### config.mk
export PLATFORM = sky130hd
export DESIGN_NAME = buzzer_arbiter
export DESIGN_NICKNAME = d
export VERILOG_FILES = /design/src/rtl/buzzer_arbiter.sv
export SDC_FILE = /design/constraint.sdc
export NUM_CORES = 1
export LEC_CHECK = 0
export CORE_MARGIN = 1.5
export CORE_UTILIZATION = 35
export DETAILED_ROUTE_END_ITERATION = 12
export GPL_TIMING_DRIVEN = 1
export PLACE_DENSITY = 0.59
export SYNTH_ARGS = -nofsm -noshare
export SYNTH_HDL_FRONTEND = slang
export SYNTH_SLANG_ARGS = --single-unit
### constraint.sdc
create_clock -name clk -period 1.56 [get_ports clk]
set_input_delay 0.39 -clock clk [delete_from_list [all_inputs] [get_ports clk]]
set_output_delay 0.39 -clock clk [all_outputs]
set_load 0.03 [all_outputs]
### src/rtl/buzzer_arbiter.sv
// Quiz-buzzer arbiter: four debounced player buttons and a round-robin first-press
// capture, with an arm/ack round handshake and an optional ARMED timeout.
module buzzer_arbiter #(
  parameter int DEBOUNCE_CYCLES = 4,
  parameter int TIMEOUT_CYCLES  = 1000
) (
  input  logic       clk,
  input  logic       rst,
  input  logic [3:0] btn,
  input  logic [3:0] lock,
  input  logic       arm,
  input  logic       ack,
  output logic       playerInputFlag,
  output logic [1:0] firstPlayerFlag,
  output logic       timeout,
  output logic [1:0] state
);

  // state    | meaning
  // S_IDLE   | no round; waiting for arm
  // S_ARMED  | round open; first unlocked press wins, timer running
  // S_CAPT   | winner held on the flags until ack
  // S_TMO    | round expired with no press; waiting for ack
  typedef enum logic [1:0] {
    S_IDLE  = 2'd0,
    S_ARMED = 2'd1,
    S_CAPT  = 2'd2,
    S_TMO   = 2'd3
  } state_t;

  localparam int CW = $clog2(DEBOUNCE_CYCLES + 1);
  localparam int TW = (TIMEOUT_CYCLES > 0) ? $clog2(TIMEOUT_CYCLES + 1) : 1;
  localparam logic [CW-1:0] DB_LAST = CW'(DEBOUNCE_CYCLES - 1);
  localparam logic [TW-1:0] T_LAST  = (TIMEOUT_CYCLES > 0) ? TW'(TIMEOUT_CYCLES - 1) : '0;

  logic [3:0]    sync1, sync2, deb, deb_q;
  logic [CW-1:0] cnt [4];
  logic [3:0]    press, live;

  // Flip on the D-th consecutive mismatch so press latency is DEBOUNCE_CYCLES+3 edges.
  always_ff @(posedge clk or negedge rst) begin
    if (!rst) begin
      sync1 <= '0;
      sync2 <= '0;
      deb   <= '0;
      deb_q <= '0;
      for (int i = 0; i < 4; i++) cnt[i] <= '0;
    end else begin
      sync1 <= btn;
      sync2 <= sync1;
      deb_q <= deb;
      for (int i = 0; i < 4; i++) begin
        if (sync2[i] == deb[i]) begin
          cnt[i] <= '0;
        end else if (cnt[i] == DB_LAST) begin
          cnt[i] <= '0;
          deb[i] <= ~deb[i];
        end else begin
          cnt[i] <= cnt[i] + 1'b1;
        end
      end
    end
  end

  assign press = deb & ~deb_q;
  assign live  = press & ~lock;

  state_t        st, st_n;
  logic [1:0]    rr_ptr, rr_n, first_n, win, idx;
  logic          flag_n, to_n, found, expire;
  logic [TW-1:0] tcnt;

  always_comb begin
    win   = '0;
    idx   = '0;
    found = 1'b0;
    for (int k = 0; k < 4; k++) begin
      idx = rr_ptr + 2'(k);
      if (!found && live[idx]) begin
        win   = idx;
        found = 1'b1;
      end
    end
  end

  assign expire = (TIMEOUT_CYCLES > 0) && (tcnt == T_LAST);

  always_comb begin
    st_n    = st;
    flag_n  = playerInputFlag;
    first_n = firstPlayerFlag;
    to_n    = timeout;
    rr_n    = rr_ptr;
    case (st)
      S_IDLE: begin
        if (arm) st_n = S_ARMED;
      end
      S_ARMED: begin
        if (ack) begin
          st_n = S_IDLE;
        end else if (found) begin
          st_n    = S_CAPT;
          flag_n  = 1'b1;
          first_n = win;
          rr_n    = win + 2'd1;
        end else if (expire) begin
          st_n = S_TMO;
          to_n = 1'b1;
        end
      end
      S_CAPT: begin
        if (ack) begin
          st_n    = S_IDLE;
          flag_n  = 1'b0;
          first_n = '0;
        end
      end
      S_TMO: begin
        if (ack) begin
          st_n = S_IDLE;
          to_n = 1'b0;
        end
      end
      default: st_n = S_IDLE;
    endcase
  end

  always_ff @(posedge clk or negedge rst) begin
    if (!rst) begin
      st              <= S_IDLE;
      playerInputFlag <= 1'b0;
      firstPlayerFlag <= '0;
      timeout         <= 1'b0;
      rr_ptr          <= '0;
      tcnt            <= '0;
    end else begin
      st              <= st_n;
      playerInputFlag <= flag_n;
      firstPlayerFlag <= first_n;
      timeout         <= to_n;
      rr_ptr          <= rr_n;
      tcnt            <= (st == S_ARMED) ? tcnt + 1'b1 : '0;
    end
  end

  assign state = st;

endmodule

Word level (Yosys, flattened, before mapping)
Cells that the tools add are included.
{ "op_classes": {"shifts": 0, "multipliers": 0, "order_cmp": 4, "add_sub_neg": 9, "div_mod_pow": 0, "reduce_logical": 18, "n_bitwise": 13, "mux": 42, "n_eq_ne": 21} }
{ "op_table": {"columns": ["operator", "n"], "rows": [
  ["two-way mux 3 bit", 8],
  ["two-way mux 2 bit", 11],
  ["two-way mux 1 bit", 14],
  ["inequality test 2 bit, second input constant", 7],
  ["adder 3 x 1 -> 3 bit, second input constant", 4],
  ["equality test 3 x 2 -> 1 bit, second input constant", 4],
  ["less-than comparator 2 x 3 -> 1 bit, second input constant", 4],
  ["adder 10 x 1 -> 10 bit, second input constant", 1],
  ["equality test 10 bit, second input constant", 1],
  ["two-way mux 10 bit", 1],
  ["NOT 1 bit", 9],
  ["AND 4 bit", 2],
  ["binary-select mux 1 bit (select 2 bit)", 4],
  ["NOT 4 bit", 2],
  ["AND reduction 2 bit", 4],
  ["case mux 2 bit (3 select lines)", 1],
  ["AND reduction 3 bit", 2],
  ["AND reduction 5 bit", 1],
  ["adder 2 x 1 -> 2 bit, second input constant", 2],
  ["adder 2 bit, second input constant", 2],
  ["equality test 1 bit", 4],
  ["equality test 2 bit, second input constant", 2],
  ["inequality test 4 bit, second input constant", 1],
  ["case mux 1 bit (2 select lines)", 2],
  ["other kinds (9)", 14]
]} }
{ "totals": {"n_memories": 0, "input_bits": 12, "regBits": 46, "latch_bits": 0, "elab_cells": 124, "ram_bits": 0, "mem_bits_ro": 0} }

Logic depth before layout (Yosys ltp)
Gate-level depths: netlist of the first run.
{ "logic_depth": {"ltp_word": 18, "ltp_mapped": 6, "depth_no_buf": 6} }

Worst setup path before layout of the first run
Ideal clock, no wire load.
{ "synth_timing": {"path_type": "register to register", "start": "register st[0], in the netlist state[0]", "end": "register firstPlayerFlag[1]", "arrival_ps": 1391, "period_less_slack_ps": 1530, "path_slack_ps": 30, "required_time_ps": 1421, "setup_time_ps": 139, "n_path_buf": 1, "path_stages_with_launch": 5, "cell_sequence": "dfrtp_1 > buf_6 > or2b_2 > nor3_2 > a211oi_1"} }
{ "synth_between": {"elab_chain_len": 3} }
{ "synth_lines": {"columns": ["item", "line_no", "text"], "rows": [
  ["start, declared", "68", "state_t st, st_n;"],
  ["start signal, assigned", "137", "st <= st_n;"],
  ["equality test 2 x 1 -> 1 bit or equality test 2 bit (tied branches)", "94", "case (st)"],
  ["inequality test 2 bit (no line) or nonzero test 2 bit (tied branches)", null, null],
  ["AND reduction 4 bit (no line)", null, null],
  ["end signal, assigned", "139", "firstPlayerFlag <= first_n;"],
  ["end, declared", "14", "output logic [1:0] firstPlayerFlag,"]
]} }
Several ways; a longest one is shown, not always the timed one.
A chain may end at the register's enable or synchronous reset.

Worst setup path after layout of the first run
{ "layout_timing": {"start": "register deb_q[3]", "end": "register rr_ptr[1]"} }
{ "layout_between": {"elab_chain_len": 16} }
{ "layout_lines": {"columns": ["item", "line_no", "text"], "rows": [
  ["start, declared", "36", "logic [3:0] sync1, sync2, deb, deb_q;"],
  ["start signal, assigned", "46", "deb_q <= '0;"],
  ["start signal, assigned", "51", "deb_q <= deb;"],
  ["NOT 4 bit *", "65", "assign press = deb & ~deb_q;"],
  ["AND 4 bit *", "65", null],
  ["AND 4 bit *", "66", "assign live = press & ~lock;"],
  ["binary-select mux 1 bit (select 2 bit)", "79", "if (!found && live[idx]) begin"],
  ["two-way mux 1 bit (not written as such)", "79", null],
  ["two-way mux 1 bit", "79", null],
  ["logical NOT 1 bit", "79", null],
  ["logical AND 1 bit", "79", null],
  ["two-way mux 1 bit", "79", null],
  ["logical NOT 1 bit", "79", null],
  ["logical AND 1 bit", "79", null],
  ["two-way mux 1 bit", "79", null],
  ["logical NOT 1 bit", "79", null],
  ["logical AND 1 bit", "79", null],
  ["two-way mux 2 bit or two-way mux 1 bit (tied branches)", "79", null],
  ["adder 2 x 1 -> 2 bit or AND reduction 3 bit (tied branches)", null, null],
  ["end signal, assigned", "141", "rr_ptr <= rr_n;"],
  ["end, declared", "69", "logic [1:0] rr_ptr, rr_n, first_n, win, idx;"]
]} }
Every way passes the cells marked *; elsewhere a longest branch is shown, timed or not. The select of a mux whose other input is x is not followed.

==> flow_summary_export.csv, run 1 <==
group,metric,value,unit
run_status,outcome,"completed",
clocking,numCtsBuffers,5,
routing,drt_wl_total,3160,microns
routing,wl_per_cell,12.0,microns
clocking,cts_buffer_depth,2,
global_routing,grt_pass1_vias,1330,
timing,slew_headroom,75.1,%
clocking,clkSinkCount,46,
synth,synth_area_leaders,"dfrtp_1 59%, ha_1 3.2%, xnor2_1 3.2%",
timing,worstMarginPinSlew,0.374,ns
timing,fin_crit,1.55,ns
global_routing,grt_remaining_overflow,0,
setup_path,crit_path_end_kind,"flip-flop",
global_routing,antenna_found_initial,0,
synth,synth.distinct_cells,37,
place,dp_cells,253,
routing,drtIter0Drc,47,
synth,yosys-top-cells-count,"46 x dfrtp_1, 13 x nor2_1, 10 x nand2_1",
cells_and_area,final_core_util,46.6,%
place,gp_congestion,0.761,
setup_path,worstPathArrival,1.73,ns
cells_and_area,finalInstanceArea,2440,sq um
setup_path,worst-setup-path-type,"reg -> reg",
routing,drc,0,
synth,syn-cell-area,1940,sq um
timing,rsz0062_at_grt,"true",
cells_and_area,instances_no_fill,264,
routing,first_pass_iters,4,
power,ir_drop,0.000758,V
cells_and_area,finalNetCount,210,
cells_and_area,area_growth,25.6,%
setup_path,crit_fanout,3,
clocking,clk_latency,0.29,ns
clocking,clkTransAtPathRegs,0.08,ns
synth,async_flop_share,100,%
timing,finClkSkew,0.00604,ns
setup_path,start_kind,"flip-flop",
floorplanning,coreArea,5240,sq um
synth,ys_seq_area_share,59.2,%
timing,setup_tns,0,ns
timing,holdWs,0.0561,ns
synth,synth_edf_count,0,
timing,drv_slew,0,
synth,synth_top_flop_cell,"dfrtp_1",
global_routing,grt_start_max_net_pins,47,
clocking,holdBufCountCts,0,
floorplanning,start_util,37.1,%
cells_and_area,antenna_cells,0,
routing,vias_per_cell,4.86,
cells_and_area,multi_input_area,796,sq um
timing,hold_viol_final,0,
floorplanning,die_area,6010,sq um
clocking,htreeDepth,2,
synth,yosys.area.top_type,"dfrtp_1",
timing,final.period_utilization,99.5,%
floorplanning,ios,18,
timing,fmax,644,MHz
routing,final_antenna_net_count,0,
place,placed_area,2290,sq um
synth,synth_seq_cells,46,
setup_path,required,1.73,ns
global_routing,grt_usage,12.1,%
power,powerDensity,1700,nW/um^2
power,total_leakage_power,0.00109,uW
min_path,hp-class,"in -> async",
flow_run,maxCapViolations,0,
synth,yosys.area.top_type_share,59.2,%
floorplanning,die_h,77.5,microns
synth,synth_warnings,0,
synth,avgSynthCellArea,12.5,sq um
routing,vias,1282,
global_routing,grt_pass1_wl,5720,microns
synth,synthCells,155,
cells_and_area,ff_latch_area,1150,sq um
timing,finalSetupViolations,0,
place,place.detailed.hpwl,2230,microns
floorplanning,rows,26,
floorplanning,die_w,77.5,microns
cells_and_area,nFillCells,481,
synth,synth_most_common_cell,"dfrtp_1",
synth,synthesis.nets,172,
clocking,cts_tree,"yes",
clocking,ctsRootBufferMaster,"clkbuf_8",
place,portBuffers,17,
cells_and_area,drive_gt1_share,22.7,%
==> placed cells by master, fill, tap and decap left out, drive strengths merged <==
cell type,synthesis,layout
dfrtp,46,46
xnor2,7,7
clkbuf,1,7
nand2,10,10
a221oi,1,1
nor4,1,1
dlygate4sd2,0,8
or3,2,2
xor2,4,4
o221ai,1,1
a21oi,7,7
or3b,2,2
nand4,1,1
nand3,4,4
nor3,6,6
bufinv,0,1
a211oi,3,3
clkdlybuf4s50,0,6
ha,5,5
o21ai,6,6
nor2,13,13
a41oi,1,1
buf,1,19
o32ai,1,1
or2b,1,1
nand2b,2,2
o211ai,1,1
nor3b,11,11
inv,4,4
nor4b,1,1
nand4b,1,1
and3b,1,1
nor2b,4,4
and3,2,2
mux2,4,4
==> final timing paths <==
path,startpoint,end,slack [ns],depth (start not counted)
max,deb_q[3]$_DFF_PN0_,rr_ptr[1]$_DFFE_PN0P_,0.008,5
min,rst,sync1[3]$_DFF_PN0_,0.06,2
max reg2reg,deb_q[3]$_DFF_PN0_,rr_ptr[1]$_DFFE_PN0P_,0.008,5
min reg2reg,sync1[0]$_DFF_PN0_,sync2[0]$_DFF_PN0_,0.35,0
max in group asynchronous,rst,state[1]$_DFFE_PN0P_,1.29,2
min in group clk,sync1[0]$_DFF_PN0_,sync2[0]$_DFF_PN0_,0.35,0
==> kinds of logic after synthesis <==
kind of cell             Yosys count  share of synthesized area (%)
flip-flops                        46                           59.2
adder cells (fa/ha/maj)            5                           3.22
AO/OA/AOI/OAI                     21                           7.66
buffers and inverters              6                           1.54
multiplexers                       4                           2.32
AND/OR/NAND/NOR                   62                           21.1
XOR/XNOR                          11                           4.95
==> per-stage QoR <==
step / power (uW) / setup WS [ns]
2_1_floorplan: 2710 / 0.0299
3_3_place_gp: 3150 / -0.447
3_5_place_dp: 3230 / -0.497
4_1_cts: 4140 / -0.0319
5_1_grt: 4430 / -0.109
6_report: 4150 / 0.00775
==> state kept, by name (all words and copies together), names as in the netlist, 2 cells and up <==
name / count
cnt: 12
tcnt: 10
deb: 4
deb_q: 4
sync1: 4
sync2: 4
firstPlayerFlag: 2
rr_ptr: 2
state: 2
==> report_power, final <==
part	switching (uW)	internal, uW	total (uW)
registers	220	1500	1720
logic	789	789	1580
clock network	372	479	852
==> timing repair <==
| item | in CTS | in global routing |
|---|---|---|
| setup endpoints to repair | 8 | 6 |
| pin swaps | 8 | 7 |
| gates cloned | 0 | 0 |
| buffers inserted | 2 | 2 |
| gates resized for setup | 12 | 3 |
==> critical path, cell delays in order (launching register included) <==
cell,delay [ns]
dfrtp_1,0.38
or3b_4,0.38
a221oi_2,0.27
o32ai_2,0.16
xnor2_1,0.16
a21oi_1,0.08
==> per-layer routing <==
metal / track usage (%) / routed length [microns] / up-vias
li1: - / - / 621
met5: 0 / 0 / -
met4: 5.45 / 57 / 0
met3: 4.12 / 123 / 5
met2: 20.5 / 1610 / 20
met1: 13.8 / 1370 / 636
==> final cells by class <==
| cell class | count | share of cell area (%) |
|---|---|---|
| sequential | 46 | 47.1 |
| multi-input combinational | 103 | 32.6 |
| timing repair buffer | 33 | 11.7 |
| tap | 70 | 3.59 |
| clock buffer | 7 | 3.13 |
| clock inverter | 1 | 1.23 |
| inverter | 4 | 0.615 |
No activity file was read; power rests on OpenSTA's default activity.
==> inputs of run 2 (changes only) <==
--- a/config.mk
+++ b/config.mk
@@ -13,3 +13,4 @@
 export SYNTH_ARGS = -nofsm -noshare
 export SYNTH_HDL_FRONTEND = slang
 export SYNTH_SLANG_ARGS = --single-unit
+export TNS_END_PERCENT = 10
==> run 2 against run 1 <==
  * The flow now finishes with violations (setup timing)
  * Die area unchanged
  * Highest routed layer unchanged
  * Design area rose by 0.67%
  * Largest power group unchanged
  * Clock skew increased by 0.00072 ns
  * Flip-flop and latch count did not move
  * Core utilization grew 0.31 points
  * Fmax down 2.9%
  * Largest cell class unchanged
  * Critical path type unchanged
  * Global-route usage fell by 0.075 points
==> flow_summary_export.csv, run 2 (same netlist as run 1, synthesis figures left out) <==
group,metric,value,unit
run_status,outcome,"finished with violations",
run_status,violations,"setup timing",
power,p_clk_share,20.6,%
timing,fin_crit,1.60,ns
setup_path,cpPeakStageDelay,0.39,ns
setup_path,start_kind,"flip-flop",
global_routing,grt_remaining_overflow,0,
timing,finClkSkew,0.00676,ns
power,comb_power_share,38.2,%
floorplanning,die_area,6010,sq um
routing,vias,1284,
routing,drc,0,
timing,holdWs,0.0563,ns
global_routing,grt_start_max_net_pins,47,
setup_path,worstPathArrival,1.78,ns
clocking,holdBufCountCts,0,
place,placed_area,2290,sq um
global_routing,grt_pass1_vias,1302,
setup_path,cp.depth,5,
floorplanning,die_h,77.5,microns
timing,setup_slack,-0.0393,ns
timing,final.period_utilization,103,%
power,powerDensity,1690,nW/um^2
cells_and_area,drive_gt1_share,22.6,%
cells_and_area,multi_input_area,790,sq um
cells_and_area,final_common_cell,"dfrtp_1",
cells_and_area,top_regs,"cnt: 12 flops, tcnt: 10 flops",
power,total_leakage_power,0.00113,uW
floorplanning,coreArea,5240,sq um
min_path,hp-class,"in -> async",
power,switching_power,1370,uW
global_routing,grt_usage,12.0,%
cells_and_area,antenna_cells,0,
cells_and_area,regMostFlops,"cnt",
setup_path,path_buf_inv,0,
cells_and_area,finalNetCount,211,
setup_path,r2r_setup_slack,-0.04,ns
floorplanning,die_w,77.5,microns
floorplanning,rows,26,
routing,final_antenna_net_count,0,
routing,first_pass_iters,4,
setup_path,worst-setup-path-type,"reg -> reg",
cells_and_area,finalInstanceArea,2460,sq um
cells_and_area,nFillCells,487,
timing,rsz0062_at_grt,"true",
timing,fmax,625,MHz
global_routing,grt_pass1_wl,5680,microns
power,swShare,33.1,%
place,dpl_worst_slack,-0.497,ns
timing,finalSetupViolations,1,
setup_path,path_delay_family,"compound AO/OA/AOI/OAI gates",
power,ir_drop,0.000764,V
setup_path,slowest_stage,"dfrtp_1",
setup_path,rr_worst_depth,5,
clocking,clkSinkCount,46,
power,pwr-share-seq,41.3,%
place,gp_congestion,0.761,
global_routing,grtUsageMet2,20.1,%
routing,drtIter0Drc,58,
floorplanning,start_util,37.1,%
routing,vias_per_cell,4.85,
clocking,clk_latency,0.29,ns
timing,worstMarginPinSlew,0.373,ns
cells_and_area,largest_register_ffs,12,
clocking,cts_buffer_depth,2,
cells_and_area,area_growth,26.4,%
setup_path,crit_chain,"or3b_4 -> a221oi_2 -> o32ai_2 -> xnor2_1 -> a21oi_1",
setup_path,crit_path_end_kind,"flip-flop",
place,dp_cells,253,
flow_run,maxCapViolations,0,
place,portBuffers,17,
routing,wl_per_cell,12.0,microns
setup_path,crit_fanout,3,
global_routing,antenna_found_initial,0,
clocking,htreeDepth,2,
power,internal-power,2770,uW
global_routing,grt.met1_usage,14.0,%
clocking,clkTransAtPathRegs,0.08,ns
global_routing,grt_use_met3,4.12,%
timing,hold_viol_final,0,
timing,slew_headroom,75.1,%
timing,drv_slew,0,
routing,drt_wl_total,3170,microns
setup_path,required,1.74,ns
clocking,ctsRootBufferMaster,"clkbuf_8",
cells_and_area,final_cell_mix,"46 x dfrtp_1, 17 x buf_4, 13 x nor2_1",
global_routing,busiest_layer,"met2",
cells_and_area,instances_no_fill,265,
place,place.detailed.hpwl,2230,microns
floorplanning,ios,18,
clocking,numCtsBuffers,5,
clocking,cts_tree,"yes",
cells_and_area,ff_latch_area,1150,sq um
power,power,4150,uW
## run 2: what timing repair did
action | CTS | global route
buffers inserted | 0 | 5
endpoints found under the setup margin | 8 | 7
pin swaps | 1 | 12
gates resized for setup | 6 | 8
## run 2: per-stage QoR
stage          TNS, ns  utilization (%)
2_1_floorplan        0                -
3_5_place_dp     -2.89             43.7
5_1_grt         -0.335             46.9
4_1_cts         -0.401             45.8
6_report       -0.0393             46.9
3_3_place_gp     -2.62             43.7
## run 2: cell type report
| cell class | count | area share (%) |
|---|---|---|
| clock inverter | 1 | 1.22 |
| inverter | 4 | 0.611 |
| tap | 70 | 3.56 |
| clock buffer | 7 | 3.10 |
| timing repair buffer | 34 | 12.6 |
| sequential | 46 | 46.8 |
| multi-input combinational | 103 | 32.1 |
## run 2: power by group through the flow
stage	Clock [uW]	Sequential, uW	Combinational [uW]
global placement	0	1710	1430
finish	852	1710	1580
CTS	880	1720	1500
floorplan	0	1830	874
detailed placement	0	1740	1500
global route	923	1760	1750
## run 2: routing by layer
| metal | vias to the layer above | wire [microns] | share of wire, % |
|---|---|---|---|
| li1 | 624 | - | - |
| met1 | 628 | 1410 | 44 |
| met2 | 25 | 1570 | 50 |
| met3 | 7 | 124 | 3.9 |
| met4 | 0 | 65 | 2.0 |
| met5 | - | 0 | 0 |
## run 2: final timing paths
kind	startpoint	endpoint
max	deb_q[3]$_DFF_PN0_	rr_ptr[1]$_DFFE_PN0P_
min	rst	sync1[3]$_DFF_PN0_
max reg2reg	deb_q[3]$_DFF_PN0_	rr_ptr[1]$_DFFE_PN0P_
min reg2reg	sync1[0]$_DFF_PN0_	sync2[0]$_DFF_PN0_
max in group asynchronous	rst	state[1]$_DFFE_PN0P_
min in group clk	sync1[0]$_DFF_PN0_	sync2[0]$_DFF_PN0_
